$ cat src/rtl/stream_demux.sv
// Routes one input stream to two independent FWFT FIFO channels (a/b) chosen by sel.
// Optional per-channel pop counters and input stall counter: define STREAM_DEMUX_STATS_EN.

module stream_demux_fifo #(
    parameter int WIDTH = 8,
    parameter int DEPTH = 4
) (
    input  logic                         clk,
    input  logic                         rst,
    input  logic                         push,
    input  logic [WIDTH-1:0]             push_data,
    input  logic                         ready,
    output logic [WIDTH-1:0]             data,
    output logic                         valid,
    output logic                         full,
    output logic [$clog2(DEPTH+1)-1:0]   level
);
    localparam int PW = $clog2(DEPTH);
    localparam int LW = $clog2(DEPTH+1);

    logic [WIDTH-1:0] mem [DEPTH];
    logic [PW-1:0]    wr_ptr;
    logic [PW-1:0]    rd_ptr;
    logic [LW-1:0]    count;
    logic             wr_en;
    logic             rd_en;

    always_comb begin
        full  = (count == LW'(DEPTH));
        valid = (count != '0);
        wr_en = push & ~full;
        rd_en = valid & ready;
        data  = valid ? mem[rd_ptr] : '0;
        level = count;
    end

    // DEPTH is a power of two, so the pointers wrap by natural overflow.
    always_ff @(posedge clk or posedge rst) begin
        if (rst) begin
            wr_ptr <= '0;
            rd_ptr <= '0;
            count  <= '0;
            for (int unsigned i = 0; i < DEPTH; i++) begin
                mem[i] <= '0;
            end
        end else begin
            if (wr_en) begin
                mem[wr_ptr] <= push_data;
                wr_ptr      <= wr_ptr + 1'b1;
            end
            if (rd_en) begin
                rd_ptr <= rd_ptr + 1'b1;
            end
            case ({wr_en, rd_en})
                2'b10:   count <= count + LW'(1);
                2'b01:   count <= count - LW'(1);
                default: count <= count;
            endcase
        end
    end
endmodule

module stream_demux #(
    parameter int WIDTH = 8,
    parameter int DEPTH = 4
) (
    input  logic                         sysclk,
    input  logic                         rst,
    input  logic [WIDTH-1:0]             din,
    input  logic                         din_valid,
    output logic                         din_ready,
    input  logic                         sel,
    output logic [WIDTH-1:0]             a_data,
    output logic                         a_valid,
    input  logic                         a_ready,
    output logic [WIDTH-1:0]             b_data,
    output logic                         b_valid,
    input  logic                         b_ready,
    output logic [$clog2(DEPTH+1)-1:0]   a_level,
    output logic [$clog2(DEPTH+1)-1:0]   b_level
`ifdef STREAM_DEMUX_STATS_EN
    ,
    output logic [15:0]                  a_beats,
    output logic [15:0]                  b_beats,
    output logic [15:0]                  stall_cnt
`endif
);
    logic a_full;
    logic b_full;
    logic a_push;
    logic b_push;

    // Ready follows only the selected FIFO's fullness; a pop in the same cycle does not help.
    always_comb begin
        din_ready = sel ? ~b_full : ~a_full;
        a_push    = din_valid & din_ready & ~sel;
        b_push    = din_valid & din_ready & sel;
    end

    stream_demux_fifo #(
        .WIDTH (WIDTH),
        .DEPTH (DEPTH)
    ) u_fifo_a (
        .clk       (sysclk),
        .rst       (rst),
        .push      (a_push),
        .push_data (din),
        .ready     (a_ready),
        .data      (a_data),
        .valid     (a_valid),
        .full      (a_full),
        .level     (a_level)
    );

    stream_demux_fifo #(
        .WIDTH (WIDTH),
        .DEPTH (DEPTH)
    ) u_fifo_b (
        .clk       (sysclk),
        .rst       (rst),
        .push      (b_push),
        .push_data (din),
        .ready     (b_ready),
        .data      (b_data),
        .valid     (b_valid),
        .full      (b_full),
        .level     (b_level)
    );

`ifdef STREAM_DEMUX_STATS_EN
    always_ff @(posedge sysclk or posedge rst) begin
        if (rst) begin
            a_beats   <= '0;
            b_beats   <= '0;
            stall_cnt <= '0;
        end else begin
            if (a_valid && a_ready && a_beats != '1) begin
                a_beats <= a_beats + 16'd1;
            end
            if (b_valid && b_ready && b_beats != '1) begin
                b_beats <= b_beats + 16'd1;
            end
            if (din_valid && !din_ready && stall_cnt != '1) begin
                stall_cnt <= stall_cnt + 16'd1;
            end
        end
    end
`endif
endmodule

$ cat config.mk
export PLATFORM = sky130hd
export DESIGN_NAME = stream_demux
export DESIGN_NICKNAME = d
export VERILOG_FILES = /design/src/rtl/stream_demux.sv
export SDC_FILE = /design/constraint.sdc
export NUM_CORES = 1
export LEC_CHECK = 0
export ABC_AREA = 1
export CORE_MARGIN = 2
export CORE_UTILIZATION = 44
export DETAILED_ROUTE_END_ITERATION = 8
export RECOVER_POWER = 25
export SETUP_SLACK_MARGIN = 0.1
export SLEW_MARGIN = 10
export SYNTH_ARGS = -nofsm -noshare
export SYNTH_HDL_FRONTEND = slang
export SYNTH_SLANG_ARGS = --single-unit
$ cat constraint.sdc
create_clock -name sysclk -period 2.95 [get_ports sysclk]
set_clock_uncertainty 0.1 [all_clocks]
set_input_delay 0.295 -clock sysclk [delete_from_list [all_inputs] [get_ports sysclk]]
set_output_delay 0.295 -clock sysclk [all_outputs]
set_load 0.03 [all_outputs]
# Word-level counts from Yosys, hierarchy flattened
# Cells that the tools add are included.
[totals] ff_bits=78 latchBits=0 ram_bits=0 romBits=0 wordCells=71 n_memories=0
[classes] add_sub_neg=8 mul=0 div_mod_pow=0 n_lt_le_gt_ge=6 eq_ne=6 shifts=0 mux=17 bitwise=14 n_reduce_logical=6
[ops] op="bitwise mux 32 bit" n=2
[ops] op="2-to-1 mux 8 bit" n=8
[ops] op="binary-select mux 8 bit (select 2 bit)" n=2
[ops] op="demux 8 bit (select 2 bit)" n=2
[ops] op=">= comparator 3 bit, second input constant" n=4
[ops] op="inverter 2 -> 3 bit" n=4
[ops] op="case mux 3 bit (2 select lines)" n=2
[ops] op="adder 2 x 1 -> 2 bit, second input constant" n=4
[ops] op="bitwise AND 1 bit" n=7
[ops] op="adder 3 x 1 -> 3 bit, second input constant" n=2
[ops] op="equality test 3 bit, second input constant" n=2
[ops] op="less-than comparator 3 x 1 -> 1 bit, second input constant" n=2
[ops] op="nonzero test 3 bit" n=2
[ops] op="subtractor 3 x 1 -> 3 bit, second input constant" n=2
[ops] op="equality test 2 x 1 -> 1 bit, second input constant" n=2
[ops] op="equality test 2 bit, second input constant" n=2
[ops] op="nonzero test 2 bit" n=2
[ops] op="inverter 1 bit" n=3
[ops] op="logical AND 1 bit" n=2
[ops] op="2-to-1 mux 1 bit" n=1

# Longest topological paths before layout
[depth] word_depth=8 depth_mapped=10

# Modules after synthesis
# Synthesis repeated with hierarchy kept, for this count alone.
[hier_totals] hier_cells=585 area_unflattened_um2=4470.5
[by_module_without_submodules] module="stream_demux_fifo" n_inst=2 cells_each=288 area_each_um2=2215.9
[by_module_without_submodules] module="stream_demux" n_inst=1 cells_each=9 area_each_um2=38.8

# Least setup slack after synthesis
# OpenSTA, ideal clock, no wires.
[synth_path] path_type="register to register" startpoint="reg u_fifo_b.count[0], in the netlist u_fifo_b.level[0]" endpoint="reg u_fifo_b.count[2], in the netlist u_fifo_b.level[2]" setup_ps=79 arrival_ps=2248 required_ps=2771 slack_ps=523 path_stages_with_launch=11 path_buffers=0 period_less_slack_ps=2427 cell_sequence="dfrtp_1 nor2_1 nand2_1 nand2_1 inv_1 ha_1 inv_1 fa_1 or2_2 nand2_1 xor2_1"
[synth_via] elab_cells_between_ends=14 classes_between="2 x add/sub; 3 x eq/ne; 2 x mux; 5 x bitwise; 2 x reduce/logical"
[synth_rtl] element="start, declared" line_no="24" source="logic [LW-1:0] count;"
[synth_rtl] element="start signal, assigned" line_no="55" source="2'b10: count <= count + LW'(1);"
[synth_rtl] element="start signal, assigned" line_no="56" source="2'b01: count <= count - LW'(1);"
[synth_rtl] element="start signal, assigned" line_no="57" source="default: count <= count;"
[synth_rtl] element="nonzero test 3 bit *" line_no="30" source="valid = (count != '0);"
[synth_rtl] element="named net b_valid" line_no="77" source="output logic b_valid,"
[synth_rtl] element="bitwise AND 1 bit *" line_no="32" source="rd_en = valid & ready;"
[synth_rtl] element="named net u_fifo_b.rd_en" line_no="26" source="logic rd_en;"
[synth_rtl] element="equality test 2 x 1 -> 1 bit or equality test 2 bit (tied branches)" line_no="54" source="case ({wr_en, rd_en})"
[synth_rtl] element="case mux 3 bit (2 select lines) or nonzero test 2 bit (tied branches)"
# Mark *: on every way through the listed nets, which the timed path passes. The rest lies on a longest branch.
# A chain may end at the register's enable or synchronous reset.

# Worst setup path after layout
[layout_path] startpoint="reg u_fifo_b.rd_ptr[0]" endpoint="out b_data[4]"
[layout_via] elab_chain_len=5
[layout_rtl] element="start, declared" line_no="23" source="logic [PW-1:0] rd_ptr;"
[layout_rtl] element="start signal, assigned" line_no="52" source="rd_ptr <= rd_ptr + 1'b1;"
[layout_rtl] element="inverter 2 -> 3 bit (not written as such)" line_no="33" source="data = valid ? mem[rd_ptr] : '0;"
[layout_rtl] element="binary-select mux 8 bit (select 2 bit)" line_no="33"
[layout_rtl] element="2-to-1 mux 8 bit (not written as such) (2 in a row)" line_no="33"
[layout_rtl] element="2-to-1 mux 8 bit" line_no="33"
[layout_rtl] element="end, declared" line_no="76" source="output logic [WIDTH-1:0] b_data,"
# Every way passes these cells. The select of a mux whose other input is x is not followed.

==> impl_summary.log <==
[metrics] flip-flop and latch count after synthesis: 78
[metrics] number of clock buffers inserted by TritonCTS: 9
[metrics] startpoint types: flop
[metrics] port bufs: 38
[metrics] total power divided by cell area: 1280 nW/µm²
[metrics] final cycle utilization of the critical path: 90.3%
[metrics] R2R Path Start: u_fifo_b.level[2]
[metrics] first-pass GRT wire length: 18.0 mm
[metrics] result of the run: finished with violations
[metrics] Row Count: 34
[metrics] cell count of the worst reg-to-reg path: 10
[metrics] Data arrival, critical path: 2270 ps
[metrics] Sink Count: 78
[metrics] Core Footprint: 8810 µm²
[metrics] type of destination of the critical path: output pin
[metrics] post-route minimum period: 2660 ps
[metrics] static leakage: 2.26 nW
[metrics] worst r2r dst: u_fifo_b.level[2]
[metrics] gr usage total: 22.9%
[metrics] number of antenna violations at the first check in global routing: 0
[metrics] average cell area after synthesis: 7.88 µm²
[metrics] start-to-end type of the worst setup path: flop to output pin
[metrics] unrepaired setup endpoints after global routing: no
[metrics] sum of routed wire length over all layers: 11.0 mm
[metrics] vias per inst: 5.72
[metrics] Area growth syn-to-layout: 15.3%
[metrics] Post-CTS Repair Setup Buffers: 0
[metrics] fraction of final layout cells with drive strength greater than 1: 5.82%
[metrics] DP HPWL: 7.22 mm
[metrics] worst-case headroom to the max-slew limit: -32.6%
[metrics] portion of synthesized cell area occupied by the leading cell type: 48.4%
[metrics] width of the chip: 99.8 µm
[metrics] worst setup path endpoint: b_data[4]
[metrics] Final setup violation count: 0
[metrics] buffer cell driving the clock tree root: sky130_fd_sc_hd__clkbuf_8
[metrics] max-cap violations: 1
[metrics] transition time at the pin with the least slew margin: 1990 ps
[metrics] diodes inserted: 0
[metrics] number of nets in the synthesized netlist: 538
[metrics] setup TNS: 0 ps
[metrics] I/O pins: 39
[metrics] Overflow after GRT: 0
[metrics] Remaining DRCs: 0
[metrics] worst setup slack for register-to-register paths: 700 ps
[metrics] die area: 9960 µm²
[metrics] Max Freq: 376 MHz
[metrics] area of the mapped netlist: 4040 µm²
[metrics] cells taking the most area after synthesis: sky130_fd_sc_hd__dfrtp_1, sky130_fd_sc_hd__nand2_1, sky130_fd_sc_hd__nand4_1
[metrics] vertical die dimension: 99.8 µm
[metrics] cell taking the most area after synthesis: sky130_fd_sc_hd__dfrtp_1
[metrics] maximum number of pins on one net before global-route repair: 79
[metrics] post-detailed-route count of antenna-violating nets: 0
[metrics] VDD IR max: 0.606 mV
[metrics] CP required: 2560 ps
[metrics] fill cell total of the finished layout: 847
[metrics] net count reported at finish: 555
[metrics] Clk pin slew, worst setup/hold paths: 90 ps
[metrics] Cell variety after synth: 21
[metrics] critical path peak fanout: 18
[metrics] worst slack at placement: 447 ps
[metrics] number of hold-slack violations in the final timing report: 0
[metrics] worst hold path type: input pin to flop
[metrics] setup slack after layout: 287 ps
[metrics] number of max-slew violations in the final report: 79
[metrics] clock latency reported for the late side of the worst-skew pair: 340 ps
[metrics] most common cell after layout, fill and taps aside: sky130_fd_sc_hd__nand2_1
[metrics] CP Launch Point: u_fifo_b.rd_ptr[0]
[metrics] post-synthesis sequential area ratio: 48.4%
[metrics] count of TritonRoute iterations in the first routing pass: 6
[metrics] Iteration-0 DRC Markers: 233
[metrics] commonest non-fill, non-tap cells in the layout: sky130_fd_sc_hd__nand2_1, sky130_fd_sc_hd__dfrtp_1, sky130_fd_sc_hd__nand4_1
[metrics] count of warnings emitted by yosys: 0
[metrics] average wire per standard cell: 17.2 µm
[metrics] effective utilization at floorplan: 45.8%
[metrics] buffer levels on the longest clock path: 2
[metrics] vias after detailed routing: 3667
[metrics] RePlAce Congestion: 0.843
[metrics] PnR Total Power: 5.94 mW
[metrics] via count of the first global-routing pass: 3558
[metrics] Gate Count Post-Synth: 512
[metrics] TritonCTS clock tree: built
[metrics] maximum level of the CTS H-tree: 3
[metrics] violated checks: capacitance limit, slew limit
==> Yosys cell counts (all sizes together) <==
cell and count:
a21oi 20, buf 20, clkbuf 18, clkinv 2
dfrtp 78, fa 2, ha 10, inv 21
nand2 153, nand3 2, nand4 72, nor2 68
o21ai 38, or2 2, xnor2 2, xor2 4
==> cell type report <==
class / instances / area [µm²] / area share, %
timing repair buffer: 44 / 418 / 8.98
sequential: 78 / 1950 / 42.0
clock buffer: 12 / 155 / 3.33
inverter: 23 / 97.6 / 2.10
clock inverter: 3 / 67.6 / 1.45
tap: 108 / 135 / 2.90
multi-input combinational: 373 / 1830 / 39.2
==> worst max-delay path: stages (launching register included) <==
cell and delay [ps]:
sky130_fd_sc_hd__dfrtp_1 550, sky130_fd_sc_hd__clkinvlp_4 350, sky130_fd_sc_hd__o21ai_0 290, sky130_fd_sc_hd__a21oi_1 110, sky130_fd_sc_hd__clkdlybuf4s50_1 610
==> sequential cells by signal, summed over array words and instances, names as in the netlist <==
signal / flops
u_fifo_b.level: 3
u_fifo_a.rd_ptr: 2
u_fifo_b.rd_ptr: 2
u_fifo_b.mem: 32
u_fifo_a.wr_ptr: 2
u_fifo_a.mem: 32
u_fifo_a.level: 3
u_fifo_b.wr_ptr: 2
==> timing repair <==
item                                    4_1_cts  5_1_grt
resized for setup                             0        5
endpoints found under the setup margin        0        9
hold buffers                                  0        0
==> cell families (layout without fill, tap and decap cells) <==
group	after synthesis	after routing	share of synthesized area (%)
AND/OR/NAND/NOR	297	297	32.3
AO/OA/AOI/OAI	58	58	7.56
buffers and inverters	61	82	6.42
adder cells (fa/ha/maj)	12	12	4.09
XOR/XNOR	6	6	1.30
flip-flops	78	78	48.4
==> report_power, final <==
group / leakage (nW) / total (mW) / switching [mW] / internal, mW
registers: 0.969 / 2.00 / 0.418 / 1.58
logic: 1.19 / 3.02 / 1.89 / 1.13
clock network: 0.109 / 0.917 / 0.398 / 0.519
total: 2.26 / 5.94 / 2.71 / 3.23
==> metrics by stage <==
| step | std cells | utilization (%) | hold slack (ps) | area (µm²) |
|---|---|---|---|---|
| finish | 641 | 52.8 | 308 | 4650 |
| CTS | 641 | 52.9 | 279 | 4650 |
| detailed placement | 626 | 50.3 | 361 | 4430 |
| floorplan | 512 | - | 344 | 4040 |
| global route | 641 | 52.8 | 303 | 4650 |
| global placement | 626 | 50.3 | 357 | 4430 |
==> layer usage <==
| layer | up-vias | share of wire [%] | routed length [µm] | track usage [%] |
|---|---|---|---|---|
| li1 | 1731 | - | - | - |
| met1 | 1824 | 48 | 5280 | 33.2 |
| met2 | 99 | 47 | 5140 | 35.4 |
| met3 | 13 | 4.1 | 452 | 2.99 |
| met4 | 0 | 1.3 | 140 | 8.54 |
| met5 | - | 0 | 0 | 0 |
==> how the worst min path moves through the flow <==
stage / start / endpoint / slack (ps) / depth (start not counted)
floorplan: u_fifo_a.mem[0] / u_fifo_a.mem[0] / 340 / 2
global placement: u_fifo_b.mem[4] / u_fifo_b.mem[4] / 360 / 2
detailed placement: u_fifo_b.mem[4] / u_fifo_b.mem[4] / 360 / 2
CTS: rst / u_fifo_b.level[1] / 280 / 3
global route: din_valid / u_fifo_b.mem[14] / 300 / 3
finish: din_valid / u_fifo_b.mem[7] / 310 / 3
Power figures use the tool's default switching activity.
